### src/rtl/ram_arbiter.sv
// Round-robin arbiter sharing one synchronous single-port RAM between the CPU (0) and the loader (1).
// Every output is registered. A requester is masked for the cycle its ack is high.
module ram_arbiter #(
    parameter int g_RAM_WIDTH = 11,
    parameter int g_RAM_ADDR  = 9
) (
    input  logic                   i_clk,
    input  logic                   i_rst_n,
    input  logic                   i_req0,
    input  logic                   i_we0,
    input  logic [g_RAM_ADDR-1:0]  i_addr0,
    input  logic [g_RAM_WIDTH-1:0] i_wdata0,
    input  logic                   i_req1,
    input  logic                   i_we1,
    input  logic [g_RAM_ADDR-1:0]  i_addr1,
    input  logic [g_RAM_WIDTH-1:0] i_wdata1,
    output logic                   o_ack0,
    output logic                   o_ack1,
    output logic [g_RAM_WIDTH-1:0] o_rdata0,
    output logic [g_RAM_WIDTH-1:0] o_rdata1,
    output logic                   o_ram_en,
    output logic                   o_ram_we,
    output logic                   o_ram_re,
    output logic [g_RAM_ADDR-1:0]  o_ram_addr,
    output logic [g_RAM_WIDTH-1:0] o_ram_data,
    input  logic [g_RAM_WIDTH-1:0] i_ram_data,
    output logic [1:0]             o_dbg_state
);

    typedef enum logic [1:0] {
        S_IDLE   = 2'd0,
        S_ACCESS = 2'd1,
        S_RDATA  = 2'd2
    } state_t;

    state_t                 state_q, state_d;
    logic                   last_grant_q, last_grant_d;
    logic                   id_q, id_d;
    logic                   we_q, we_d;
    logic [g_RAM_ADDR-1:0]  addr_q, addr_d;
    logic [g_RAM_WIDTH-1:0] wdata_q, wdata_d;
    logic                   en_q, en_d;
    logic                   ram_we_q, ram_we_d;
    logic                   re_q, re_d;
    logic                   ack0_q, ack0_d;
    logic                   ack1_q, ack1_d;
    logic [g_RAM_WIDTH-1:0] rdata0_q, rdata0_d;
    logic [g_RAM_WIDTH-1:0] rdata1_q, rdata1_d;

    logic                   elig0, elig1, gnt_id;
    logic                   gnt_we;
    logic [g_RAM_ADDR-1:0]  gnt_addr;
    logic [g_RAM_WIDTH-1:0] gnt_wdata;

    // A requester whose ack is high right now is not eligible; the other one wins the tie-free case.
    assign elig0     = i_req0 & ~ack0_q;
    assign elig1     = i_req1 & ~ack1_q;
    assign gnt_id    = (elig0 & elig1) ? ~last_grant_q : elig1;
    assign gnt_we    = gnt_id ? i_we1    : i_we0;
    assign gnt_addr  = gnt_id ? i_addr1  : i_addr0;
    assign gnt_wdata = gnt_id ? i_wdata1 : i_wdata0;

    always_ff @(posedge i_clk or negedge i_rst_n) begin
        if (!i_rst_n) begin
            state_q      <= S_IDLE;
            last_grant_q <= 1'b1;
            id_q         <= 1'b0;
            we_q         <= 1'b0;
            addr_q       <= '0;
            wdata_q      <= '0;
            en_q         <= 1'b0;
            ram_we_q     <= 1'b0;
            re_q         <= 1'b0;
            ack0_q       <= 1'b0;
            ack1_q       <= 1'b0;
            rdata0_q     <= '0;
            rdata1_q     <= '0;
        end else begin
            state_q      <= state_d;
            last_grant_q <= last_grant_d;
            id_q         <= id_d;
            we_q         <= we_d;
            addr_q       <= addr_d;
            wdata_q      <= wdata_d;
            en_q         <= en_d;
            ram_we_q     <= ram_we_d;
            re_q         <= re_d;
            ack0_q       <= ack0_d;
            ack1_q       <= ack1_d;
            rdata0_q     <= rdata0_d;
            rdata1_q     <= rdata1_d;
        end
    end

    always_comb begin
        state_d      = state_q;
        last_grant_d = last_grant_q;
        id_d         = id_q;
        we_d         = we_q;
        addr_d       = addr_q;
        wdata_d      = wdata_q;
        en_d         = 1'b0;
        ram_we_d     = 1'b0;
        re_d         = 1'b0;
        ack0_d       = 1'b0;
        ack1_d       = 1'b0;
        rdata0_d     = rdata0_q;
        rdata1_d     = rdata1_q;
        case (state_q)
            S_IDLE: begin
                if (elig0 | elig1) begin
                    // Strobes are registered here so they are high during the ACCESS cycle.
                    id_d         = gnt_id;
                    last_grant_d = gnt_id;
                    we_d         = gnt_we;
                    addr_d       = gnt_addr;
                    wdata_d      = gnt_wdata;
                    en_d         = 1'b1;
                    ram_we_d     = gnt_we;
                    re_d         = ~gnt_we;
                    state_d      = S_ACCESS;
                end
            end
            S_ACCESS: begin
                if (we_q) begin
                    ack0_d  = ~id_q;
                    ack1_d  = id_q;
                    state_d = S_IDLE;
                end else begin
                    state_d = S_RDATA;
                end
            end
            S_RDATA: begin
                if (id_q) begin
                    rdata1_d = i_ram_data;
                end else begin
                    rdata0_d = i_ram_data;
                end
                ack0_d  = ~id_q;
                ack1_d  = id_q;
                state_d = S_IDLE;
            end
            default: state_d = S_IDLE;
        endcase
    end

    assign o_ack0      = ack0_q;
    assign o_ack1      = ack1_q;
    assign o_rdata0    = rdata0_q;
    assign o_rdata1    = rdata1_q;
    assign o_ram_en    = en_q;
    assign o_ram_we    = ram_we_q;
    assign o_ram_re    = re_q;
    assign o_ram_addr  = addr_q;
    assign o_ram_data  = wdata_q;
    assign o_dbg_state = state_q;

endmodule

### config.mk
export PLATFORM = sky130hd
export DESIGN_NAME = ram_arbiter
export DESIGN_NICKNAME = d
export VERILOG_FILES = /design/src/rtl/ram_arbiter.sv
export SDC_FILE = /design/constraint.sdc
export NUM_CORES = 1
export LEC_CHECK = 0
export ABC_AREA = 1
export CORE_MARGIN = 10
export CORE_UTILIZATION = 40
export DETAILED_ROUTE_END_ITERATION = 10
export PLACE_DENSITY = 0.83
export SLEW_MARGIN = 15
export SYNTH_ARGS = -nofsm -noshare
export SYNTH_HDL_FRONTEND = slang
export SYNTH_SLANG_ARGS = --single-unit
### constraint.sdc
create_clock -name i_clk -period 1.47 [get_ports i_clk]
set_clock_uncertainty 0.2 [all_clocks]
set_input_delay 0.294 -clock i_clk [delete_from_list [all_inputs] [get_ports i_clk]]
set_output_delay 0.294 -clock i_clk [all_outputs]
set_load 0.01 [all_outputs]
Yosys cells after proc, flatten, opt, wreduce, memory -nomap -nowiden. Index checks and enable logic that the tools add are counted.

Muxes and demuxes: 17. Reductions and logical operators: 4. Bitwise operators: 9. Equality and inequality tests: 3.

Operators with widths (number): 2-to-1 mux 11 bit (1); 2-to-1 mux 1 bit (10); 2-to-1 mux 9 bit (1); AND reduction 2 bit (3); inverter 1 bit (5); 2-to-1 mux 2 bit (2); case mux 1 bit (2 select lines) (2); case mux 2 bit (2 select lines) (1); bitwise AND 1 bit (3); == test 2 x 1 -> 1 bit, second input constant (1); == test 2 bit, second input constant (1); zero test 2 bit (1); inequality test 2 bit, second input constant (1); OR 1 bit (1).

Input bits: 57. Output and inout bits: 49. Bits in registers: 52. Logic and storage cells: 46.

Longest topological paths before layout.
Depth after elaboration: 8. Gate-level depth with buffers: 8. Mapped depth without buffers: 7.

Worst setup path after synthesis. No wires, ideal clock.

Path kind: register to register. From: reg state_q[0] (netlist: o_dbg_state[0]). To: reg rdata0_q[10] (netlist: o_rdata0[10]). Path slack: 0.038 ns. Setup time: 0.130 ns. Data required time: 1.140 ns. Path buffers: 1. Clock period less this slack: 1.432 ns. Arrival time: 1.102 ns. Stages on the path, launching flop included: 6. Cell sequence: dfrtp_1 inv_1 ha_1 nand2_1 clkbuf_1 o21ai_0.

Word-level cells in the longest chain between the ends: 2.

Ends and longest elaborated chain: from (decl) (RTL line 36) `state_t state_q, state_d;`; from (signal assigned) (RTL line 79) `state_q <= state_d;`; == test 2 bit (RTL line 109) `case (state_q)`; AND reduction 2 bit (no line); to (signal assigned) (RTL line 90) `rdata0_q <= rdata0_d;`; to (decl) (RTL line 47) `logic [g_RAM_WIDTH-1:0] rdata0_q, rdata0_d;`.

Every way passes these cells. A chain may end at the register's enable or synchronous reset.

Worst setup path in the final report.
From: in i_req1. To: reg wdata_q[1] (netlist: o_ram_data[1]).

Word-level cells in the longest chain between the ends: 4. Elaborated cells on any way between the ends: 6. Those cells by class: 2 x mux; 3 x bitwise; 1 x reduce/logical.

Ends and longest elaborated chain: from (decl) (RTL line 13) `input logic i_req1,`; bitwise AND 1 bit (*) (RTL line 57) `assign elig1 = i_req1 & ~ack1_q;`; bitwise AND 1 bit (RTL line 58) `assign gnt_id = (elig0 & elig1) ? ~last_grant_q : elig1;`; 2-to-1 mux 1 bit (RTL line 58); 2-to-1 mux 11 bit (RTL line 61) `assign gnt_wdata = gnt_id ? i_wdata1 : i_wdata0;`; to (signal assigned) (RTL line 84) `wdata_q <= wdata_d;`; to (decl) (RTL line 41) `logic [g_RAM_WIDTH-1:0] wdata_q, wdata_d;`.

Mark *: on every way between the ends. The rest lies on a longest branch, timed or not.

==> qor.txt <==
Status: completed
Area growth, synth to finish: 51.0%
Avg Synthesized Cell Area: 8.04 um2
Critical Path RT: 1470 ps
Setup crit start kind: input pin
ANT cells: 0
Final instance area: 3700 um2
# placed instances: 488
YS warnings: 0
Cells after Synth: 305
Worst skew pair latency: 310 ps
TritonCTS clock tree: built
Clock sink count: 52
Num CTS Buffers: 5
Worst vdd ir: 999 uV
Layout Nets: 484
CTS clock-pin slew for the worst setup and hold paths: 100 ps
Vias per cell: 4.61
Number of remaining DRC errors: 0
Mapped cell area: 2450 um2
Final count of hold timing violations: 0
IO buf count: 105
GRT Overall Usage: 14.5%
Core Box Area: 5920 um2
Root buf cell: clkbuf_8
Crit share post-route: 99.9%
Post-DP HPWL: 5.43 mm
Worst Setup End Kind: flip-flop
Initial DRC Count: 118
Routed wl met3: 757 um
CP max FO: 11
Pleak: 2.03 nW
Fin cells: 500
Overflow left after global routing: 0
Sequential share of the synthesized area: 53.1%
Post-route minimum period: 1470 ps
Hold wc startpoint: o_ram_data[8]$_DFFE_PN0P_
Share of layout cells above drive strength 1: 20.5%
Critical path launch point: i_req1
First-pass GRT wire length: 11.8 mm
H-tree depth: 2
Reg2reg start: o_ack1$_DFF_PN0_
Worst min path class: flip-flop to flip-flop
Top layer in use: met4
Netlist cell types: 20
Pwr dens: 1860 nW/um2
Max cap viols: 0
CTS max path bufs: 2
DR vias: 2304
Post-Route M1 WL: 2.92 mm
Worst rel slew slack: 81.6%
RSZ-0062 raised after global routing: true
Starting density of the core: 41.4%
Post-route setup TNS: 0 ps
Worst EP arrival: 1460 ps
RePlAce Congestion: 0.785
Die ar.: 9660 um2
Drt first pass iters: 8
Antenna-violating nets left: 0
IO Pins: 106
Slew @ Worst Pin: 276 ps
DP Area: 3680 um2
Row Count: 28
Vias in the first global route: 2380
WS Path Type: input pin to flip-flop
Largest net degree at the start of global routing: 53
Mapped Nets: 365
Fill cells: 529
#FFs+latches synth: 52
WL met2: 3.51 mm
Max Freq: 0.681 GHz
Initial antenna violation count: 0
Final setup viols: 0
Final wirelength: 7.26 mm
Die Span X: 98.3 um
Max-slew violations: 0
WL per Instance: 14.5 um
Die Y: 98.3 um
[layout make-up]
type	instances	area (um2)	share of cell area, %
clock buffers	5	68.8	1.86
clock inverters	3	46.3	1.25
inverters	65	251	6.79
multi-input cells	174	856	23.1
flip-flops and latches	52	1300	35.2
well taps	75	93.8	2.53
repair buffers	126	1080	29.3
[Yosys cell counts]
cell	n	share of area, %
a21oi_1	2	0.41
buf_2	8	1.6
buf_4	2	0.61
buf_6	2	0.92
clkbuf_1	2	0.31
dfrtp_1	51	52
dfstp_2	1	1.1
ha_1	3	1.5
inv_1	63	9.6
inv_2	1	0.15
inv_4	1	0.26
nand2_1	94	14
nand2_2	1	0.26
nand2_4	1	0.46
nand3_1	38	7.8
nand3_2	6	2.4
nor2_1	1	0.15
nor2_4	1	0.46
nor3_1	2	0.41
o21ai_0	25	5.1
[path summary, 6_finish.rpt]
path	end	slack [ps]	depth (start not counted)
setup / recovery	o_ram_data[1]$_DFFE_PN0P_	1	7
hold / removal	o_ram_data[8]$_DFFE_PN0P_	280	2
setup reg to reg	o_ram_data[1]$_DFFE_PN0P_	10	6
hold reg to reg	o_ram_data[8]$_DFFE_PN0P_	280	2
max in group asynchronous	last_grant_q$_DFFE_PN1P_	490	3
min in group asynchronous	o_rdata1[0]$_DFFE_PN0P_	300	3
[sequential cells by signal, indices dropped and copies added (netlist names)]
register      cells
o_rdata1         11
o_ack0            1
id_q              1
o_dbg_state       2
o_ram_data       11
o_ram_re          1
o_ram_addr        9
we_q              1
o_ack1            1
o_rdata0         11
o_ram_we          1
o_ram_en          1
last_grant_q      1
[worst max-delay path, cell delays in order]
cell	delay (ps)
clkdlybuf4s50_1	480
inv_1	70
nor2_4	200
buf_6	180
nand3_1	100
nand3_1	90
nand2_1	50
[where the power goes]
group	leakage, nW	internal [mW]	switching, mW
registers	0.635	2.14	0.389
logic	1.34	1.48	1.85
clock network	0.0548	0.513	0.501
[metal layers]
layer	GRT usage (%)	vias up
li1	-	1152
met1	17.1	1055
met2	23.6	89
met3	7.05	8
met4	2.65	0
met5	0	-
[placed cells by master (no fill, tap or decap), drive strengths merged]
master / n
clkbuf: 40
dlygate4sd3: 1
inv: 66
clkinvlp: 1
dfstp: 1
o21ai: 25
clkdlybuf4s15: 10
nand3: 44
a21oi: 2
ha: 3
nor2: 2
buf: 25
dfrtp: 51
bufinv: 1
nor3: 2
clkdlybuf4s50: 55
nand2: 96
[per-stage QoR]
| stage | setup slack [ps] | hold WS [ps] | utilization (%) | power, mW |
|---|---|---|---|---|
| final | 1.20 | 281 | 62.6 | 6.88 |
| after global routing | -54.8 | 302 | 62.6 | 7.46 |
| after CTS | 0.938 | 277 | 64.8 | 7.09 |
| after detailed placement | -290 | 111 | 62.2 | 6.30 |
| after global placement | -236 | 106 | 62.2 | 6.17 |
| after floorplan | 38.2 | -202 | - | 4.22 |
[logic make-up (layout without fill, tap and decap cells)]
kind of cell	after synthesis	in the layout	share of synthesized area, %
adder cells (fa/ha/maj)	3	3	1.53
flip-flops	52	52	53.1
buffers and inverters	79	199	13.5
AO/OA/AOI/OAI	27	27	5.51
AND/OR/NAND/NOR	144	144	26.3
[timing repair]
action                     CTS  global route
setup endpoints to repair   72            86
hold buffers                 1             0
buffers inserted             2             1
pin swaps                    1             2
gates resized for setup    108            56
hold endpoints to repair    51             0
No activity file was read; power rests on OpenSTA's default activity.
==> RTL change: new RTL, same settings <==
The parameter `g_RAM_ADDR` goes from 9 to 18.
--- a/src/rtl/ram_arbiter.sv
+++ b/src/rtl/ram_arbiter.sv
@@ -4,3 +4,3 @@
     parameter int g_RAM_WIDTH = 11,
-    parameter int g_RAM_ADDR  = 9
+    parameter int g_RAM_ADDR  = 18
 ) (
Ports: changed (resized i_addr0, i_addr1 and o_ram_addr); port bits go from 106 to 133. No check against the original RTL was run, so the function may have changed too.
==> RTL change against the unedited design <==
The flow now finishes with violations (setup timing). Final area grew 35%. Power grew 38%. Sequential cell count grew 9. Worst setup slack lost 21 ps. Register-to-register slack lost 30 ps. Fmax shrank 1.4%. Worst hold slack lost 3.6 ps. Critical path depth grew 1. Area after synthesis grew 25%. Routed wire length grew 38%. Critical endpoint is now o_ram_data[5].
==> RTL change: results (changes against the unedited design) <==
outcome finished, violations left; failing checks setup timing; Initial DRT Pass Iterations 4 (-4); clk slew on worst S/H paths 70 ps (-30 ps); Final setup viols 5 (+5); ratio of cells with drive above 1 in the final layout 0.295 (+0.0908); Distinct cells, synth 21 (+5.0%); met1 WL 4030 um (+38%); post-DP HPWL 7030 um (+30%); slowest stage delay, CP 400 ps (-80 ps); Worst-Margin Slew 314 ps (+37.8 ps); CTS Buf Count 9 (+4); synth top area cells dfrtp_1 49%, nand2_1 15%, inv_1 10%, nand3_1 6.7%, nand3_2 6.5%; CP max stage cell dfrtp_1; Switching Share 0.383 (-0.0153); hold worst-path end o_ram_addr[4]; sequential power share 0.316 (-0.052); Placed Cells 618 (+27%); # fillers 589 (+11%); met3 Usage GRT 0.0856 (+0.0152); Post-CTS Resized 189 (+75%); Routed WL 10000 um (+38%); worst r2r path cells 8 (+2); Leakage Power 2.75 nW (+35%); clk_lat worst skew 340 ps (+30 ps); syn nets 460 (+26%); DP Worst Slack -354 ps (-64.5 ps); Max VDD drop 1.01 mV (+1.4%); routability cong. 0.761 (-3.1%); critical path data arrival time 1570 ps (+110 ps); met2 routed WL 4870 um (+39%); pin count of the biggest net entering global routing 62 (+17%); global routing met1 resource utilization 0.178 (+0.00691); WL met3 1000 um (+32%); Vias 3030 (+32%); via count of the first global-routing pass 3122 (+31%); Post-Syn Area per Cell 8.02 um2 (-0.28%); Worst Setup Slack, final -19.3 ps (-20.5 ps); input/output buffers 132 (+26%); sequential area share after synthesis 0.499 (-0.0323); placed instance area 4630 um2 (+26%); synth cell count leaders 121 x nand2_1, 82 x inv_1, 60 x dfrtp_1; CP max FO 20 (+9)
==> RTL change: cell count changes after synthesis, sizes merged <==
| cell | unedited run | this run |
|---|---|---|
| nand2 | 96 | 123 |
| inv | 65 | 83 |
| nand3 | 44 | 61 |
| dfrtp | 51 | 60 |
| buf | 12 | 15 |
| clkbuf | 2 | 4 |
| nand4 | 0 | 1 |
==> RTL change: worst max path at each step <==
stage / startpoint / to / slack, ps / cells past startpoint
after floorplan: o_dbg_state[0] / o_ram_addr[0] / 30 / 7
after global placement: i_req1 / o_ram_data[9] / -290 / 8
after detailed placement: i_req1 / o_ram_addr[15] / -350 / 8
after CTS: o_ack1 / o_ram_addr[3] / -4 / 9
after global routing: o_ack1 / o_ram_addr[10] / -80 / 8
final: o_ack1 / o_ram_data[5] / -20 / 8
==> RTL change: final cells by class <==
cell class,count,area share
Multi-Input combinational cell,219,0.236
Clock inverter,3,0.0136
Inverter,83,0.0640
Antenna cell,1,0.000502
Sequential cell,61,0.307
Clock buffer,12,0.0331
Tap cell,99,0.0249
Timing Repair Buffer,177,0.322
==> RTL change: stage by stage <==
step	power, mW	util	hold WS [ps]
after floorplan	5.18	-	-202
final	9.49	0.680	277
after global placement	7.62	0.632	123
after CTS	9.30	0.668	274
after global routing	10.2	0.679	291
after detailed placement	7.79	0.632	125
==> RTL change: cell families (layout without fill, tap and decap cells) <==
logic type      after synthesis  in the layout  share of synthesized area
buf+inv                     102            275                      0.148
other cells                   0              1                          0
flops                        61             61                      0.499
fa+ha+maj                     3              3                     0.0123
simple gates                189            189                      0.297
compound gates               27             27                     0.0441
==> RTL change: critical path, delay by kind of cell (launching register included) <==
kind,cells,cell delay [ps]
buffers and inverters,3,420
flip-flops,1,400
AND/OR/NAND/NOR,5,380
